===== src/rtl/cpu_mem_pkg.sv =====
// Shared types for the unified-memory arbiter of the 64-bit core.
// State, owner encoding and default bus widths.
package cpu_mem_pkg;

    localparam int DEF_ADDR_W     = 64;
    localparam int DEF_DATA_W     = 64;
    localparam int DEF_STARVE_MAX = 4;

    typedef enum logic [1:0] {
        ST_IDLE  = 2'd0,
        ST_ISSUE = 2'd1,
        ST_WAIT  = 2'd2,
        ST_RESP  = 2'd3
    } arb_state_e;

    typedef enum logic {
        OWN_IF = 1'b0,
        OWN_DM = 1'b1
    } owner_e;

endpackage


===== src/rtl/mem_arb_prio.sv =====
// Fetch/data priority pick with a starvation counter that
// forces fetch to win after STARVE_MAX back-to-back data grants.
module mem_arb_prio
    import cpu_mem_pkg::*;
#(
    parameter int STARVE_MAX = DEF_STARVE_MAX
) (
    input  logic clk_i,
    input  logic rst_i,
    input  logic if_req,
    input  logic dm_req,
    input  logic grant_en,
    output logic sel_dm
);

    localparam int CNT_W = $clog2(STARVE_MAX + 1);

    logic [CNT_W-1:0] starve_cnt;
    logic             starve_hit;

    assign starve_hit = (starve_cnt == CNT_W'(STARVE_MAX));
    assign sel_dm     = dm_req && !(if_req && starve_hit);

    // Only a fetch grant clears; data grants count only while fetch waits.
    always_ff @(posedge clk_i or posedge rst_i) begin
        if (rst_i) begin
            starve_cnt <= '0;
        end else if (grant_en && (if_req || dm_req)) begin
            if (!sel_dm) begin
                starve_cnt <= '0;
            end else if (if_req && !starve_hit) begin
                starve_cnt <= starve_cnt + 1'b1;
            end
        end
    end

endmodule


===== src/rtl/mem_arbiter.sv =====
// Single-port memory arbiter between instruction fetch and data port.
// One transaction in flight: IDLE -> ISSUE -> WAIT -> RESP -> IDLE.
module mem_arbiter
    import cpu_mem_pkg::*;
#(
    parameter int ADDR_W     = DEF_ADDR_W,
    parameter int DATA_W     = DEF_DATA_W,
    parameter int STARVE_MAX = DEF_STARVE_MAX
) (
    input  logic                clk_i,
    input  logic                rst_i,
    input  logic                if_req_i,
    input  logic [ADDR_W-1:0]   if_addr_i,
    output logic                if_gnt_o,
    output logic                if_rvalid_o,
    output logic [DATA_W-1:0]   if_rdata_o,
    input  logic                dm_req_i,
    input  logic                dm_we_i,
    input  logic [ADDR_W-1:0]   dm_addr_i,
    input  logic [DATA_W-1:0]   dm_wdata_i,
    input  logic [DATA_W/8-1:0] dm_be_i,
    output logic                dm_gnt_o,
    output logic                dm_rvalid_o,
    output logic [DATA_W-1:0]   dm_rdata_o,
    output logic                mem_req_o,
    output logic                mem_we_o,
    output logic [ADDR_W-1:0]   mem_addr_o,
    output logic [DATA_W-1:0]   mem_wdata_o,
    output logic [DATA_W/8-1:0] mem_be_o,
    input  logic                mem_rvalid_i,
    input  logic [DATA_W-1:0]   mem_rdata_i
);

    localparam int BE_W = DATA_W / 8;

    arb_state_e        state;
    owner_e            owner;
    logic              grant_en;
    logic              sel_dm;
    logic              any_req;
    logic [DATA_W-1:0] rsp_data;

    assign grant_en = (state == ST_IDLE) && !rst_i;
    assign any_req  = if_req_i || dm_req_i;
    assign dm_gnt_o = grant_en && sel_dm;
    assign if_gnt_o = grant_en && if_req_i && !sel_dm;
    assign rsp_data = mem_we_o ? '0 : mem_rdata_i;

    mem_arb_prio #(
        .STARVE_MAX (STARVE_MAX)
    ) u_prio (
        .clk_i    (clk_i),
        .rst_i    (rst_i),
        .if_req   (if_req_i),
        .dm_req   (dm_req_i),
        .grant_en (grant_en),
        .sel_dm   (sel_dm)
    );

    // The command registers double as the latched transaction attributes.
    always_ff @(posedge clk_i or posedge rst_i) begin
        if (rst_i) begin
            state       <= ST_IDLE;
            owner       <= OWN_IF;
            mem_req_o   <= 1'b0;
            mem_we_o    <= 1'b0;
            mem_addr_o  <= '0;
            mem_wdata_o <= '0;
            mem_be_o    <= '0;
            if_rvalid_o <= 1'b0;
            dm_rvalid_o <= 1'b0;
            if_rdata_o  <= '0;
            dm_rdata_o  <= '0;
        end else begin
            mem_req_o   <= 1'b0;
            if_rvalid_o <= 1'b0;
            dm_rvalid_o <= 1'b0;
            unique case (state)
                ST_IDLE: begin
                    if (any_req) begin
                        state     <= ST_ISSUE;
                        mem_req_o <= 1'b1;
                        if (sel_dm) begin
                            owner       <= OWN_DM;
                            mem_we_o    <= dm_we_i;
                            mem_addr_o  <= dm_addr_i;
                            mem_wdata_o <= dm_wdata_i;
                            mem_be_o    <= dm_be_i;
                        end else begin
                            owner       <= OWN_IF;
                            mem_we_o    <= 1'b0;
                            mem_addr_o  <= if_addr_i;
                            mem_wdata_o <= '0;
                            mem_be_o    <= {BE_W{1'b1}};
                        end
                    end
                end
                ST_ISSUE: begin
                    state <= ST_WAIT;
                end
                ST_WAIT: begin
                    if (mem_rvalid_i) begin
                        state <= ST_RESP;
                        if (owner == OWN_DM) begin
                            dm_rvalid_o <= 1'b1;
                            dm_rdata_o  <= rsp_data;
                        end else begin
                            if_rvalid_o <= 1'b1;
                            if_rdata_o  <= rsp_data;
                        end
                    end
                end
                ST_RESP: begin
                    state <= ST_IDLE;
                end
                default: begin
                    state <= ST_IDLE;
                end
            endcase
        end
    end

endmodule

===== config.mk =====
export PLATFORM = sky130hd
export DESIGN_NAME = mem_arbiter
export DESIGN_NICKNAME = d
export VERILOG_FILES = /design/src/rtl/cpu_mem_pkg.sv /design/src/rtl/mem_arb_prio.sv /design/src/rtl/mem_arbiter.sv
export SDC_FILE = /design/constraint.sdc
export NUM_CORES = 1
export LEC_CHECK = 0
export CORE_MARGIN = 2
export CORE_UTILIZATION = 25
export CTS_CLUSTER_DIAMETER = 200
export DETAILED_ROUTE_END_ITERATION = 7
export GPL_ROUTABILITY_DRIVEN = 0
export PLACE_DENSITY_LB_ADDON = 0.1
export SYNTH_ARGS = -nofsm -noshare
export SYNTH_HDL_FRONTEND = slang
export SYNTH_HIERARCHICAL = 1
export SYNTH_SLANG_ARGS = --single-unit

===== constraint.sdc =====
create_clock -name clk_i -period 14.5 [get_ports clk_i]
set_input_delay 2.9 -clock clk_i [delete_from_list [all_inputs] [get_ports clk_i]]
set_output_delay 2.9 -clock clk_i [all_outputs]
set_load 0.05 [all_outputs]

# ---- After elaboration in Yosys (flattened, before gate mapping)
# Cells that the tools add are included.
dict set report word_totals {
  input_bits 270
  register_bits 274
  out_inout_bits 270
  elab_cells 59
}
dict set report classes {
  bitwise_logic 1
  reduce_logical 19
  mux 19
  n_eq_ne 7
  addsub 1
}
# cell n
set ops {}
lappend ops {{two-way mux 64 bit} 3}
lappend ops {{two-way mux 1 bit} 10}
lappend ops {{logical AND 1 bit} 8}
lappend ops {{two-way mux 8 bit} 1}
lappend ops {{one-hot mux 2 bit (4 select lines)} 1}
lappend ops {{two-way mux 3 bit} 2}
lappend ops {{AND reduction 2 bit} 3}
lappend ops {{AND reduction 3 bit} 2}
lappend ops {{equality test 2 bit (second input constant)} 2}
lappend ops {{zero test 1 bit} 4}
lappend ops {{two-way mux 2 bit} 2}
lappend ops {{!= test 2 bit (second input constant)} 2}
lappend ops {{adder 3 x 1 -> 3 bit (second input constant)} 1}
lappend ops {{equality test 3 bit (second input constant)} 1}
lappend ops {{equality test 2 x 1 -> 1 bit (second input constant)} 1}
lappend ops {{zero test 2 bit} 1}
lappend ops {{!= test 2 x 1 -> 1 bit (second input constant)} 1}
lappend ops {{logical OR 1 bit} 1}
lappend ops {{inverter 1 bit} 1}

# ---- Depth between registers and ports, before layout
dict set report depth {
  depth_word 6
  ltp_mapped 9
  depth_no_buf 6
}

# ---- Modules after synthesis
# Netlist, hierarchy kept.
# mod area_each_um2 cells_per_inst seq_area_each_um2 n_inst
set by_module_without_submodules {}
lappend by_module_without_submodules {mem_arbiter 10960.5 1106 6781.5 1}
lappend by_module_without_submodules {mem_arb_prio 214.0 21 75.1 1}

# ---- Worst setup path after synthesis
# Ideal clock, no wire load.
dict set report synth_path {
  path_type {input to output}
  start {input port dm_req_i}
  end {output port dm_gnt_o}
  path_slack_ps 7784
  n_path_buf 2
  stages 5
  required_ps 11600
  arrival_ps 3816
  path_cell_list {inv_1 a31oi_1 buf_2 buf_2 and2_1}
}
dict set report synth_via {
  elab_chain_len 2
}
# item line_no
set synth_lines {}
lappend synth_lines {{from (decl)} mem_arbiter.sv:17} ;# input logic dm_req_i,
lappend synth_lines {{logical AND 1 bit} mem_arb_prio.sv:22} ;# assign sel_dm = dm_req && !(if_req && starve_hit);
lappend synth_lines {{named net sel_dm} mem_arbiter.sv:39} ;# logic sel_dm;
lappend synth_lines {{logical AND 1 bit} mem_arbiter.sv:45} ;# assign dm_gnt_o = grant_en && sel_dm;
lappend synth_lines {{to (decl)} mem_arbiter.sv:22} ;# output logic dm_gnt_o,
# The timed path passes the listed nets, and every way through them passes these cells.

# ---- Worst setup path after layout
# Ends and elaborated chain as after synthesis.

==> impl_metrics.yaml <==
grt:
  grt_max_degree: 126
  grt_pass1_wl_um: 63700
  grt_usage: 0.181
  grt_pass1_vias: 9963
  overflow: 0
  grt_antenna_before_repair: 6
floorplanning:
  initial_core_util: 0.253
  ioPinCount: 540
  die_area_mm2: 0.0464
  die_h_um: 215
  num_rows: 77
  fp.coreArea_mm2: 0.0441
  die_x_um: 215
clocking:
  cts_sinks: 274
  post_cts_resized: 0
  postCtsSetupBuffers: 0
  root_buffer: "clkbuf_16"
  cts.path.max_buffers: 3
  h-tree-depth: 2
  holdBufCountCts: 0
  clock_latency_ps: 530
  path_clk_slew_ps: 50
  cts_inserted_buffers: 35
  cts_tree: "built"
pwr:
  power_density_mw_per_mm2: 261
  irDropWorstVdd_v: 0.0000992
  report.power.total_mw: 4.75
  p_leak_nw: 8.18
synthesis:
  postSynthCellCount: 1127
  synth_area_mm2: 0.0112
  synthTopCellsByArea: "dfrtp_1, nand2_1, o21ai_0"
  synthesis.nets: 1402
  synth_seq_area_share: 0.614
  synth_cell_type_count: 34
  ys_seq_elements: 274
  ys_warn_count: 6
  syn_avg_cell_area_um2: 9.92
  synth.top_cell.area_share: 0.614
  yosys.area.top_type: "dfrtp_1"
setup_path:
  startpoint_type: "primary input"
  reg2reg_depth: 7
  end_kind: "output port"
  crit_fanout: 72
  cp.arrival_ps: 5960
  worstSetupPathType: "in2out"
  r2r_slack_ps: 11170
  worst-endpoint-required_ps: 11600
  r2r-start: "u_prio/starve_cnt[0]"
  timing.rr.end: "mem_addr_o[28]"
placed_design:
  place_hpwl_um: 30500
  placed_cells: 2188
  io_buffers: 539
  dp_slack_ps: 5570
finish:
  drive_gt1_frac: 0.0417
  final_common_cell: "clkdlybuf4s50_1"
  layoutNonFillerInstCount: 2249
  layout_common_cells: "clkdlybuf4s50_1, nand2_1, dfrtp_1"
  fin_nets: 1908
  syn2layout_area_growth_pct: 62.7
  utilization: 0.412
run_status:
  status: "finished, final reports clean"
sta:
  finalCriticalPeriod_ps: 8860
  report.final.hold_viol_count: 0
  layout_setup_ws_ps: 5640
  final-setup-viol-count: 0
  finalCritPeriodShare: 0.611
  tightest_slew_ps: 1110
  drv_slew: 0
  rsz0062_at_grt: "no"
  max_slew_margin: 0.260
  tns_ps: 0
  fin_skew_ps: 16.1
  fmax_mhz: 113
hold_path:
  whs_path_depth: 2
  min-delay-start: "mem_wdata_o[47]"
  min_to: "mem_wdata_o[47]"
  hp-class: "reg2reg"
job:
  drv_cap: 0
detailed_routing:
  routed_wl_um: 42200
  drc_errors: 0
  drtIter0Drc: 535
  avgRoutedWirePerCell_um: 18.7
  drt-vias-per-instance: 4.23
  vias: 9520
  first_pass_iters: 4
  ant_nets: 0
-- metrics by stage --
step | hold WS (ps) | instance area, µm²
floorplan | 460 | 11200
global placement | 449 | 17100
detailed placement | 455 | 17100
CTS | 466 | 18200
global route | 490 | 18200
finish | 462 | 18200
-- per-layer routing --
layer,part of all wire,wire length [µm],track usage
met1,0.38,16100,0.202
met2,0.50,21000,0.315
met3,0.099,4170,0.0774
met4,0.018,764,0.0506
met5,0.0017,70,0
-- synth_stat cells (all sizes together) --
cell type and count:
nand2 327, dfrtp 274, o21ai 193, nand3 67, mux2i 64, nand2b 64, buf 44, clkbuf 37
inv 20, a31oi 9, nor2 8, ha 5, a21bo 1, a21o 1, a21oi 1, a22o 1
and2 1, and3b 1, and4 1, mux2 1, nand3b 1, nand4bb 1, nor2b 1, nor3b 1
o2bb2ai 1, o311ai 1, o32a 1
-- report_power, final --
group          total, mW  switching (mW)  internal (mW)
sequential          1.28           0.178           1.10
clock              0.855           0.332          0.523
combinational       2.61            1.80          0.807
total               4.75            2.31           2.44
-- worst max-delay path: stages --
cell             delay [ps]
clkdlybuf4s50_1         640
inv_1                   120
a31oi_4                 350
buf_4                   890
and2_1                  240
clkdlybuf4s50_1         800
-- cell families after synthesis --
kind of cell,Yosys count,synth area share
AOI/OAI and AO/OA,209,0.0977
adders and majority gates,5,0.00560
buffers and inverters,101,0.0409
DFF,274,0.614
muxes,65,0.0583
and+or+nand+nor,473,0.184
-- flip-flops by register name, indices dropped and copies added, names as in the netlist --
register,cells
dm_rdata_o,64
if_rdata_o,64
mem_addr_o,64
mem_wdata_o,64
mem_be_o,8
u_prio/starve_cnt,3
state,2
dm_rvalid_o,1
if_rvalid_o,1
mem_req_o,1
mem_we_o,1
owner,1
-- worst max-delay path by stage --
stage | cells after the start | slack, ps | startpoint | to
6_report | 6 | 5640 | dm_req_i | dm_gnt_o
5_1_grt | 6 | 5440 | dm_req_i | dm_gnt_o
4_1_cts | 6 | 5560 | dm_req_i | dm_gnt_o
3_5_place_dp | 6 | 5570 | dm_req_i | dm_gnt_o
3_3_place_gp | 6 | 5610 | dm_req_i | dm_gnt_o
2_1_floorplan | 1 | 4130 | rst_i | dm_rdata_o[0]
-- cell type report --
cell class | instances | area [µm²]
Clock inverter | 4 | 47.5
Timing Repair Buffer | 550 | 5480
Sequential cell | 274 | 6860
Fill cell | 4463 | 25900
Inverter | 20 | 82.6
Multi-Input combinational cell | 752 | 3900
Tap cell | 592 | 741
Antenna cell | 2 | 5.00
Clock buffer | 55 | 1070
Power figures use the tool's default switching activity.
